$ cat config.mk
export PLATFORM = sky130hd
export DESIGN_NAME = rng_spawn_scheduler
export DESIGN_NICKNAME = d
export VERILOG_FILES = /design/src/rtl/rng_spawn_scheduler.sv
export SDC_FILE = /design/constraint.sdc
export NUM_CORES = 1
export LEC_CHECK = 0
export ABC_AREA = 1
export ABC_CLOCK_PERIOD_IN_PS = 1770
export CAP_MARGIN = 20
export CORE_ASPECT_RATIO = 1.2
export CORE_MARGIN = 4
export CORE_UTILIZATION = 35
export DETAILED_ROUTE_END_ITERATION = 6
export PLACE_DENSITY = 0.66
export SYNTH_ARGS = -nofsm -noshare
export SYNTH_HDL_FRONTEND = slang
export SYNTH_SLANG_ARGS = --single-unit
$ cat constraint.sdc
create_clock -name clk -period 1.77 [get_ports clk]
set_input_delay 0.354 -clock clk [delete_from_list [all_inputs] [get_ports clk]]
set_output_delay 0.354 -clock clk [all_outputs]
set_load 0.005 [all_outputs]
$ cat src/rtl/rng_spawn_scheduler.sv
// Round-robin scheduler that shares one 4-bit RNG among NUM_LANES requesters.
// Optional feature macro RNG_REJECT_ZERO_EN: re-sample zero values up to 3 times, then deliver 4'h1.
module rng_spawn_scheduler #(
    parameter int unsigned NUM_LANES = 4,
    parameter int unsigned SETTLE    = 1
) (
    input  logic                 clk,
    input  logic                 rst,
    input  logic [NUM_LANES-1:0] req,
    input  logic [3:0]           rng_value,
    output logic [2:0]           rng_mode,
    output logic [NUM_LANES-1:0] grant,
    output logic [3:0]           rand_out,
    output logic                 busy
);

    typedef enum logic [1:0] {
        StIdle,
        StSelect,
        StCapture
    } state_e;

    state_e               state_q, state_d;
    logic [2:0]           sel_q, sel_d;
    logic [2:0]           ptr_q, ptr_d;
    logic [2:0]           mode_q, mode_d;
    logic [3:0]           cnt_q, cnt_d;
    logic [3:0]           rand_q, rand_d;
    logic [NUM_LANES-1:0] grant_q, grant_d;
`ifdef RNG_REJECT_ZERO_EN
    logic [1:0]           retry_q, retry_d;
`endif

    logic [7:0] req_ext;
    logic [7:0] elig;
    logic       found;
    logic [2:0] pick;
    logic [3:0] sel_inc;

    // Widen to 8 bits so any 3-bit lane index selects a real bit.
    assign req_ext = 8'(req);
    assign elig    = 8'(req & ~grant_q);
    assign sel_inc = {1'b0, sel_q} + 4'd1;

    // Scan from the highest offset down so the lowest offset from ptr wins.
    always_comb begin : rr_pick
        logic [3:0] idx;
        found = 1'b0;
        pick  = '0;
        idx   = '0;
        for (int k = NUM_LANES - 1; k >= 0; k--) begin
            idx = {1'b0, ptr_q} + 4'(k);
            if (idx >= 4'(NUM_LANES)) begin
                idx = idx - 4'(NUM_LANES);
            end
            if (elig[idx[2:0]]) begin
                found = 1'b1;
                pick  = idx[2:0];
            end
        end
    end

    always_comb begin
        state_d = state_q;
        sel_d   = sel_q;
        ptr_d   = ptr_q;
        mode_d  = mode_q;
        cnt_d   = cnt_q;
        rand_d  = rand_q;
        grant_d = '0;
`ifdef RNG_REJECT_ZERO_EN
        retry_d = retry_q;
`endif
        unique case (state_q)
            StIdle: begin
                if (found) begin
                    sel_d   = pick;
                    mode_d  = pick;
                    cnt_d   = 4'(SETTLE);
                    state_d = StSelect;
`ifdef RNG_REJECT_ZERO_EN
                    retry_d = 2'd0;
`endif
                end
            end
            StSelect: begin
                cnt_d = cnt_q - 4'd1;
                if (cnt_q == 4'd1) begin
                    state_d = StCapture;
                end
            end
            StCapture: begin
                state_d = StIdle;
                if (req_ext[sel_q]) begin
`ifdef RNG_REJECT_ZERO_EN
                    if (rng_value == 4'h0 && retry_q != 2'd3) begin
                        retry_d = retry_q + 2'd1;
                        cnt_d   = 4'(SETTLE);
                        state_d = StSelect;
                    end else begin
                        rand_d  = (rng_value == 4'h0) ? 4'h1 : rng_value;
                        grant_d = NUM_LANES'(8'd1 << sel_q);
                        ptr_d   = (sel_inc >= 4'(NUM_LANES)) ? 3'd0 : sel_q + 3'd1;
                    end
`else
                    rand_d  = rng_value;
                    grant_d = NUM_LANES'(8'd1 << sel_q);
                    ptr_d   = (sel_inc >= 4'(NUM_LANES)) ? 3'd0 : sel_q + 3'd1;
`endif
                end
            end
            default: state_d = StIdle;
        endcase
    end

    always_ff @(posedge clk or negedge rst) begin
        if (!rst) begin
            state_q <= StIdle;
            sel_q   <= '0;
            ptr_q   <= '0;
            mode_q  <= '0;
            cnt_q   <= '0;
            rand_q  <= '0;
            grant_q <= '0;
`ifdef RNG_REJECT_ZERO_EN
            retry_q <= '0;
`endif
        end else begin
            state_q <= state_d;
            sel_q   <= sel_d;
            ptr_q   <= ptr_d;
            mode_q  <= mode_d;
            cnt_q   <= cnt_d;
            rand_q  <= rand_d;
            grant_q <= grant_d;
`ifdef RNG_REJECT_ZERO_EN
            retry_q <= retry_d;
`endif
        end
    end

    assign rng_mode = mode_q;
    assign grant    = grant_q;
    assign rand_out = rand_q;
    assign busy     = (state_q != StIdle);

endmodule

Word-level counts from Yosys, hierarchy flattened
Cells that the tools add are included.
- memory bits (read-only): 0
- output and inout port bits: 12
- input bits: 10
- register bits after elaboration: 20
- bits in writable memories: 0
- word-level logic and storage cells: 71
- memories kept: 0
- bits in latches: 0
- mux-type cells: 30
- equal/unequal tests: 5
- div/mod/pow operators: 0
- bitwise operators: 2
- shift-type cells: 1
- multipliers: 0
- add/subtract/negate cells: 10
- reductions and logical operators: 7
- order comparisons: 10
- operators by type and width (kind ; count):
    2-to-1 mux 3 bit ; 9
    less-than comparator 3 x 4 -> 1 bit, second input constant ; 5
    >= comparator 4 x 3 -> 1 bit, second input constant ; 4
    binary-select mux 1 bit (select 3 bit) ; 5
    2-to-1 mux 4 bit ; 3
    subtractor 3 bit, second input constant ; 4
    2-to-1 mux 1 bit ; 9
    adder 3 x 1 -> 4 bit, second input constant ; 2
    adder 3 x 2 -> 4 bit, second input constant ; 2
    bitwise AND 4 x 8 -> 8 bit ; 1
    inverter 4 -> 8 bit ; 1
    one-hot mux 4 bit (2 select lines) ; 1
    AND reduction 2 bit ; 4
    == test 4 x 1 -> 1 bit, second input constant ; 1
    2-to-1 mux 2 bit ; 2
    inequality test 2 bit, second input constant ; 2
    one-hot mux 2 bit (2 select lines) ; 1
    nonzero test 2 bit ; 2
    << shifter 1 x 3 -> 4 bit, first input constant ; 1
    subtractor 4 x 1 -> 4 bit, second input constant ; 1
    adder 3 x 1 -> 3 bit, second input constant ; 1
    >= comparator 3 bit, second input constant ; 1
    == test 2 x 1 -> 1 bit, second input constant ; 1
    == test 2 bit, second input constant ; 1
    zero test 2 bit ; 1

Logic depth before layout (Yosys ltp)
- depth after elaboration: 11
- depth in mapped cells: 13
- gate-level depth less buffers: 12

Least setup slack after synthesis
No wires, ideal clock.
- path type: reg2reg
- start: register ptr_q[0]
- end: register cnt_q[0]
- arrival: 1428 ps
- data required time: 1654 ps
- path slack: 225 ps
- library setup time: 116 ps
- period minus slack after synthesis: 1545 ps
- cell stages (with the launch flop): 12
- buffers on the path: 1
- path through: dfrtp_1 -> buf_6 -> inv_6 -> ha_1 -> inv_1 -> nand3_1 -> nand3_1 -> nand3_2 -> nand2_4 -> nand2_1 -> nand2_1 -> nand2_1
- word-level cells in the longest chain between the ends: 11
- RTL lines (item ; line ; text):
    from (decl) ; 25 ; logic [2:0] ptr_q, ptr_d;
    from (signal assigned) ; 131 ; ptr_q <= ptr_d;
    adder 3 x 2 -> 4 bit ; 52 ; idx = {1'b0, ptr_q} + 4'(k);
    >= comparator 4 x 3 -> 1 bit / subtractor 3 bit (equally long branches) ; 53, 54 ;
    2-to-1 mux 3 bit ; 53 ; if (idx >= 4'(NUM_LANES)) begin
    binary-select mux 1 bit (select 3 bit) ; 56 ; if (elig[idx[2:0]]) begin
    2-to-1 mux 1 bit (not written as such) ; 56 ;
    2-to-1 mux 1 bit (3 in a row) ; 56 ;
    2-to-1 mux 1 bit (*) ; 56 ;
    inequality test 2 bit (no source line) (*) ; - ;
    AND reduction 2 bit (no source line) (*) ; - ;
    to (signal assigned) ; 133 ; cnt_q <= cnt_d;
    to (decl) ; 27 ; logic [3:0] cnt_q, cnt_d;
Every way passes the cells marked *; elsewhere a longest branch is shown, timed or not. The select of a mux whose other input is x is not followed.
A chain may end at the register's enable or synchronous reset.

Worst setup path after layout
- start: register mode_q[0] (netlist: rng_mode[0])
- end: output rng_mode[0]
- RTL lines (item ; line ; text):
    from (decl) ; 26 ; logic [2:0] mode_q, mode_d;
    from (signal assigned) ; 132 ; mode_q <= mode_d;
    to (decl) ; 11 ; output logic [2:0] rng_mode,
No word-level cell between the ends.

==> results by group <==
GRT
  – Vias in the first global route: approximately 1100
  – Largest net degree at the start of global routing: 21
  – GRT Util Overall: 0.117
  – GR Overflow Total: 0
  – Initial antenna violation count: 0
  – Global-route wire length before repair: 4.39 mm

Layout
  – Filler instances: around 320
  – Final net count: 215
  – Layout cells sized above 1: 0.138
  – Number of diodes: 0
  – Non-Filler Instances: 232
  – Area grow syn2layout: 29.9%

Power
  – Psw: about 1.1 mW
  – Comb power frac: 0.555
  – Worst vdd ir: 1.04 mV
  – Sequential share of power: 0.278
  – Int Pwr: 1.57 mW
  – Pwr/cell area: 1670 mW/mm²
  – Sw Share: 0.419
  – Clock network power share: 0.167
  – Pleak: 0.837 nW

Clocking
  – Post-CTS resize count: 0
  – CTS Hold Bufs: 0
  – Worst-skew pair later-pin latency: 0.26 ns
  – CTS tree: built
  – Max Root-Sink Buffers: 2
  – Num Clock Sinks: 20
  – Clock transition at the registers of the reported paths: 0.07 ns
  – Root buffer cell: clkbuf_8
  – Setup bufs post-CTS: 0
  – Htree depth: 1
  – Num CTS Buffers: 3

Routing
  – Final wirelength: roughly 2.5 mm
  – Initial DRT Pass Iterations: 4
  – Drt via density: 4.63
  – Final ANT Viol Nets: 0
  – Average wire per standard cell: 10.7 µm
  – DR vias: roughly 1100
  – 1st-iter DRT viols: 32
  – Remaining DRCs: 0

Worst setup path
  – Biggest cell delay along the critical path: 0.56 ns
  – Crit path cell chain: clkdlybuf4s50_1
  – CP endpoint kind: primary output
  – Slowest-stage cell, CP: clkdlybuf4s50_1
  – R2R depth: 10
  – Reg2Reg Setup Slack: ~0.17 ns
  – CP delay by family, top: buffers and inverters
  – CP startpoint kind: flip-flop
  – Launch point of the worst reg-to-reg path: ptr_q[0]
  – CP Class: flip-flop to primary output
  – R2R Path End: cnt_q[0]
  – Worst Path Required: 1.42 ns
  – Critical Path AT: approximately 1.3 ns
  – Bufs and invs on worst path: 1
  – Worst Path Max Fanout: 7

Floorplanning
  – Die area: 0.00457 mm²
  – Die H: roughly 73 µm
  – Initial cell density of the core: 0.369
  – Rows: 23
  – Core area: 0.00337 mm²
  – Die width: 62.4 µm
  – Number of top-level pins: 22

Yosys
  – Post-synthesis sequential area ratio: 0.403
  – Synth area leader: dfrtp_1
  – Most frequent cells after synthesis: 47 x nand2_1, 27 x inv_1, 20 x dfrtp_1
  – Mapped cell area: 0.00124 mm²
  – Mapped Avg Cell Area: around 7.6 µm²
  – Post-synthesis cell count: 164
  – Top FF cell, synth: dfrtp_1
  – Library cells used by synthesis: 22
  – Post-synth net total: between 150 and 200
  – Top cells by area, synth: dfrtp_1 40%, nand2_1 14%, ha_1 9.1%
  – FF+latch count, synth: 20
  – Count leader, synth: nand2_1
  – Warnings, synthesis: 0
  – Fraction of registers with async set/reset: 1.00
  – Post-synth EDFFs: 0
  – Top cell type's share of synthesized area: 0.403

Placement
  – Post-DP HPWL: ~2 mm
  – Dpl ws: -0.0156 ns
  – I/O Buffers: 21
  – Cells after DPL: 228
  – GPL Wtd Cong: slightly above 0.8

Run
  – MaxCap Viol Count: 0

Timing
  – Post-layout minimum cycle time: 1.66 ns
  – Final setup viols: 0
  – Crit share post-route: 0.937
  – RSZ-0062 raised after global routing: false
  – Worst-case setup margin in the final layout: 0.111 ns
  – Worst slew margin: 0.742
  – Slew Limit Fails: 0
  – Fmax: between 600 and 700 MHz
  – Slew @ Worst Pin: approximately 0.38 ns
  – Clk_skew: 0.00182 ns
  – Final Hold Viols: 0

Run status
  – Outcome: finished clean

Worst hold path
  – Worst hold path class: input pin to asynchronous set/reset pin
## stage by stage
| step | cell area, µm² | hold slack (ns) | setup TNS [ns] | utilization | total power [mW] |
|---|---|---|---|---|---|
| after floorplan | 1240 | 0.0584 | 0 | - | 1.78 |
| final | 1610 | 0.432 | 0 | 0.479 | 2.70 |
| after CTS | 1610 | 0.445 | 0 | 0.479 | 2.73 |
| after detailed placement | 1540 | 0.470 | -0.0392 | 0.458 | 2.26 |
| after global placement | 1540 | 0.465 | 0 | 0.458 | 2.25 |
| after global routing | 1610 | 0.468 | 0 | 0.479 | 2.99 |
## flip-flops by register name (all words and copies together) (netlist names)
name	count
cnt_q	4
grant	4
rand_out	4
ptr_q	3
rng_mode	3
state_q	2
## worst max path at each step
stage,start,end,slack [ns],cells past startpoint
floorplan,ptr_q[0],cnt_q[0],0.23,11
global placement,req[3],rng_mode[0],0.0005,11
detailed placement,req[3],rng_mode[0],-0.02,11
CTS,rng_mode[0],rng_mode[0],0.11,1
global route,ptr_q[0],cnt_q[0],0.06,10
finish,rng_mode[0],rng_mode[0],0.11,1
## layout by cell type, fill, tap and decap left out
cell type / Yosys / final
o311ai_0: 1 / 1
ha_1: 9 / 9
a31oi_1: 1 / 1
dfrtp_1: 20 / 20
nand3_1: 15 / 15
o22ai_1: 1 / 1
nand4_1: 3 / 3
inv_2: 1 / 1
bufinv_16: 0 / 1
clkdlybuf4s50_1: 0 / 21
clkbuf_8: 0 / 3
o21bai_1: 1 / 1
nand3_2: 5 / 5
a21oi_2: 1 / 1
o21ai_1: 2 / 2
inv_6: 1 / 1
nand2_2: 5 / 5
nand2_4: 1 / 1
nand2_1: 47 / 47
nor2_1: 14 / 14
o21ai_0: 6 / 6
inv_1: 27 / 27
nor2_2: 1 / 1
buf_4: 0 / 8
## power groups by stage
stage,registers (mW),clock network (mW),logic [mW]
3_5_place_dp,0.751,0,1.51
6_report,0.749,0.451,1.50
4_1_cts,0.748,0.461,1.52
5_1_grt,0.773,0.480,1.74
3_3_place_gp,0.756,0,1.49
2_1_floorplan,0.732,0,1.04
## cell type report
class	instances	area, µm²	share of cell area
clock buffers	3	41.3	0.0256
repair buffers	29	270	0.167
inverters	29	114	0.0705
multi-input cells	113	612	0.379
well taps	37	46.3	0.0287
clock inverters	1	30.0	0.0186
flip-flops and latches	20	500	0.310
## kinds of logic after synthesis
kind of cell | synth area share
and+or+nand+nor | 0.339
buffers and inverters | 0.105
DFF | 0.403
AOI/OAI and AO/OA | 0.0624
adders and majority gates | 0.0906
## per-layer routing
layer	track usage	share of wire	up-vias
met5	0	0	-
met4	0.0495	0.015	0
met3	0.00917	0.018	5
met2	0.212	0.48	18
met1	0.144	0.49	474
li1	-	-	577
Note: power is estimated with default switching activity, not from simulation.
==> RTL edit, RTL diff (config.mk and constraints unchanged) <==
The option `RNG_REJECT_ZERO_EN` is turned on by a define.
--- a/src/rtl/rng_spawn_scheduler.sv
+++ b/src/rtl/rng_spawn_scheduler.sv
@@ -1,4 +1,6 @@
 // Round-robin scheduler that shares one 4-bit RNG among NUM_LANES requesters.
 // Optional feature macro RNG_REJECT_ZERO_EN: re-sample zero values up to 3 times, then deliver 4'h1.
+`define RNG_REJECT_ZERO_EN
+
 module rng_spawn_scheduler #(
     parameter int unsigned NUM_LANES = 4,
Formal check against the unedited RTL: not equivalent (a bounded check fails within 4 cycles, from zero or initial values and one cycle with rst low).
==> RTL edit against the unedited design <==
Area after synthesis is 14% higher; routed wire length is 20% higher; first-iteration DRC count is 50% higher; design area is 13% higher; setup slack worse by 0.020 ns; combinational power is 24% higher; total power is 14% higher; cell count is 16% higher; utilization is 1.4 points lower; register-to-register slack worse by 0.04 ns; non-clock buffer count is 2 higher; sequential cell count is 2 higher.
==> RTL edit: results (changes against the unedited design) <==
[detailed_routing]
route.vias.total=1226  ; +14%
wirelength_mm=2.99  ; +20%
routedWlPerCell_um=11.1  ; +4.1%
drc=0  ; unchanged
first_pass_iters=4  ; unchanged
drt_first_iter_violations=48  ; +50%

[placement]
place.detailed.instances=264  ; +16%
postPlaceCellArea_mm2=0.00175  ; +14%
io_buffers=21  ; unchanged
place.detailed.hpwl_mm=2.36  ; +20%
routabilityCongestion=0.795  ; -3.2%

[worst_setup_path]
path_delay_family=buffers and inverters
crit_arrival_ns=1.32  ; +0.02 ns
crit_path_start=state_q[1]
critical_path.reg2reg.startpoint=ptr_q[0]
crit_fanout=4  ; -3
slowest_stage=sky130_fd_sc_hd__clkdlybuf4s50_1
critPathMaxStageDelay_ns=0.44  ; -0.12 ns

[logic_synthesis]
synth-seq-area-share_pct=39.0  ; -1.3 points
synth-warning-count=0  ; unchanged
muxShareOfSynthArea_pct=0  ; unchanged
synth-edff-count=0  ; unchanged
synth_compound_gate_area_share_pct=7.09  ; +0.84 points
synth.top_cells.by_area=sky130_fd_sc_hd__dfrtp_1, sky130_fd_sc_hd__nand2_1, sky130_fd_sc_hd__ha_1
synthXorXnorAreaFrac_pct=0  ; unchanged
post_synthesis_share_of_cell_area_spent_on_full_adders_half_adders_and_majority_gates_pct=8.86  ; -0.21 points
ys.flop_type=sky130_fd_sc_hd__dfrtp_1
synthCells=180  ; +9.8%
async_reset_ff_share_pct=100  ; unchanged
post_synth_num_cell_types=23  ; +4.5%
yosys-top-cells-count=sky130_fd_sc_hd__nand2_1, sky130_fd_sc_hd__inv_1, sky130_fd_sc_hd__dfrtp_1
postSynthNetCount=200  ; +9.3%

[cells_and_area]
layout-drive-gt1-share_pct=18.7  ; +4.8 points
diodes=0  ; unchanged
finish.net_count=235  ; +9.3%

[pwr]
p_leak_nw=0.891  ; +6.5%
ir_drop_mv=0.615  ; -41%

[global_route]
antenna_found_initial=0  ; unchanged
grt_first_pass_wirelength_mm=5.18  ; +18%
grt_usage_pct=12.8  ; +1.1 points
grt_max_degree=23  ; +9.5%

[clock_network]
cts_setup_buffers=0  ; unchanged
clk_path_buf_depth=2  ; unchanged
cts_buffers=3  ; unchanged
clk_pin_slew_worst_paths_ns=0.08
clockRootBuffer=sky130_fd_sc_hd__clkbuf_8
insertion_delay_ns=0.26  ; about the same
ctsResizeCount=0  ; unchanged
cts-htree-levels=1  ; unchanged

[run_status]
result_of_the_run=finished clean

[sta]
clock-skew-final_ns=0.00131  ; -0.000509 ns
timing.max_slew.rel_slack_pct=79.3  ; +5.1 points

[hold_path]
holdCritPathClass=in -> async

RTL edit: cell types whose count changed in the layout (fill, tap and decap cells not counted), sizes merged, moves of 3 or more:
cell   before  now
o21ai       8   15
nor2       15   20
or2         0    3
nand2      53   49
RTL edit: cell type report:
class	instances	area, um^2
Clock buffer	4	55.1
Fill cell	404	2090
Inverter	29	114
Multi-Input combinational cell	128	747
Sequential cell	22	551
Tap cell	54	67.6
Timing Repair Buffer	31	285
RTL edit: cell families after synthesis:
family / Yosys count
AOI/OAI and AO/OA: 19
adders and majority gates: 10
DFF: 22
and+or+nand+nor: 99
buffers and inverters: 30
RTL edit: final timing paths:
kind | to | slack [ns] | cells past startpoint
max | busy | 0.09 | 3
min | grant[2] | 0.44 | 2
max reg2reg | cnt_q[2] | 0.13 | 9
min reg2reg | rand_out[2] | 0.48 | 2
max in group asynchronous | rng_mode[1] | 1.10 | 2
min in group clk | rand_out[2] | 0.48 | 2
RTL edit: stage by stage:
stage          setup WS [ns]  hold WS (ns)
2_1_floorplan          0.201        0.0584
3_3_place_gp         -0.0637         0.454
3_5_place_dp         -0.0858         0.463
4_1_cts               0.0669         0.444
5_1_grt              0.00932         0.459
6_report              0.0916         0.441
RTL edit: power breakdown:
| part | internal, mW | switching (mW) |
|---|---|---|
| logic | 0.807 | 1.06 |
| registers | 0.688 | 0.169 |
| clock network | 0.198 | 0.160 |
RTL edit: layer usage:
metal	vias up	share of wire, %	global-route usage, %
li1	645	-	-
met1	562	41	15.0
met2	13	54	22.9
met3	6	3.0	2.17
met4	0	1.7	5.08
met5	-	0	0
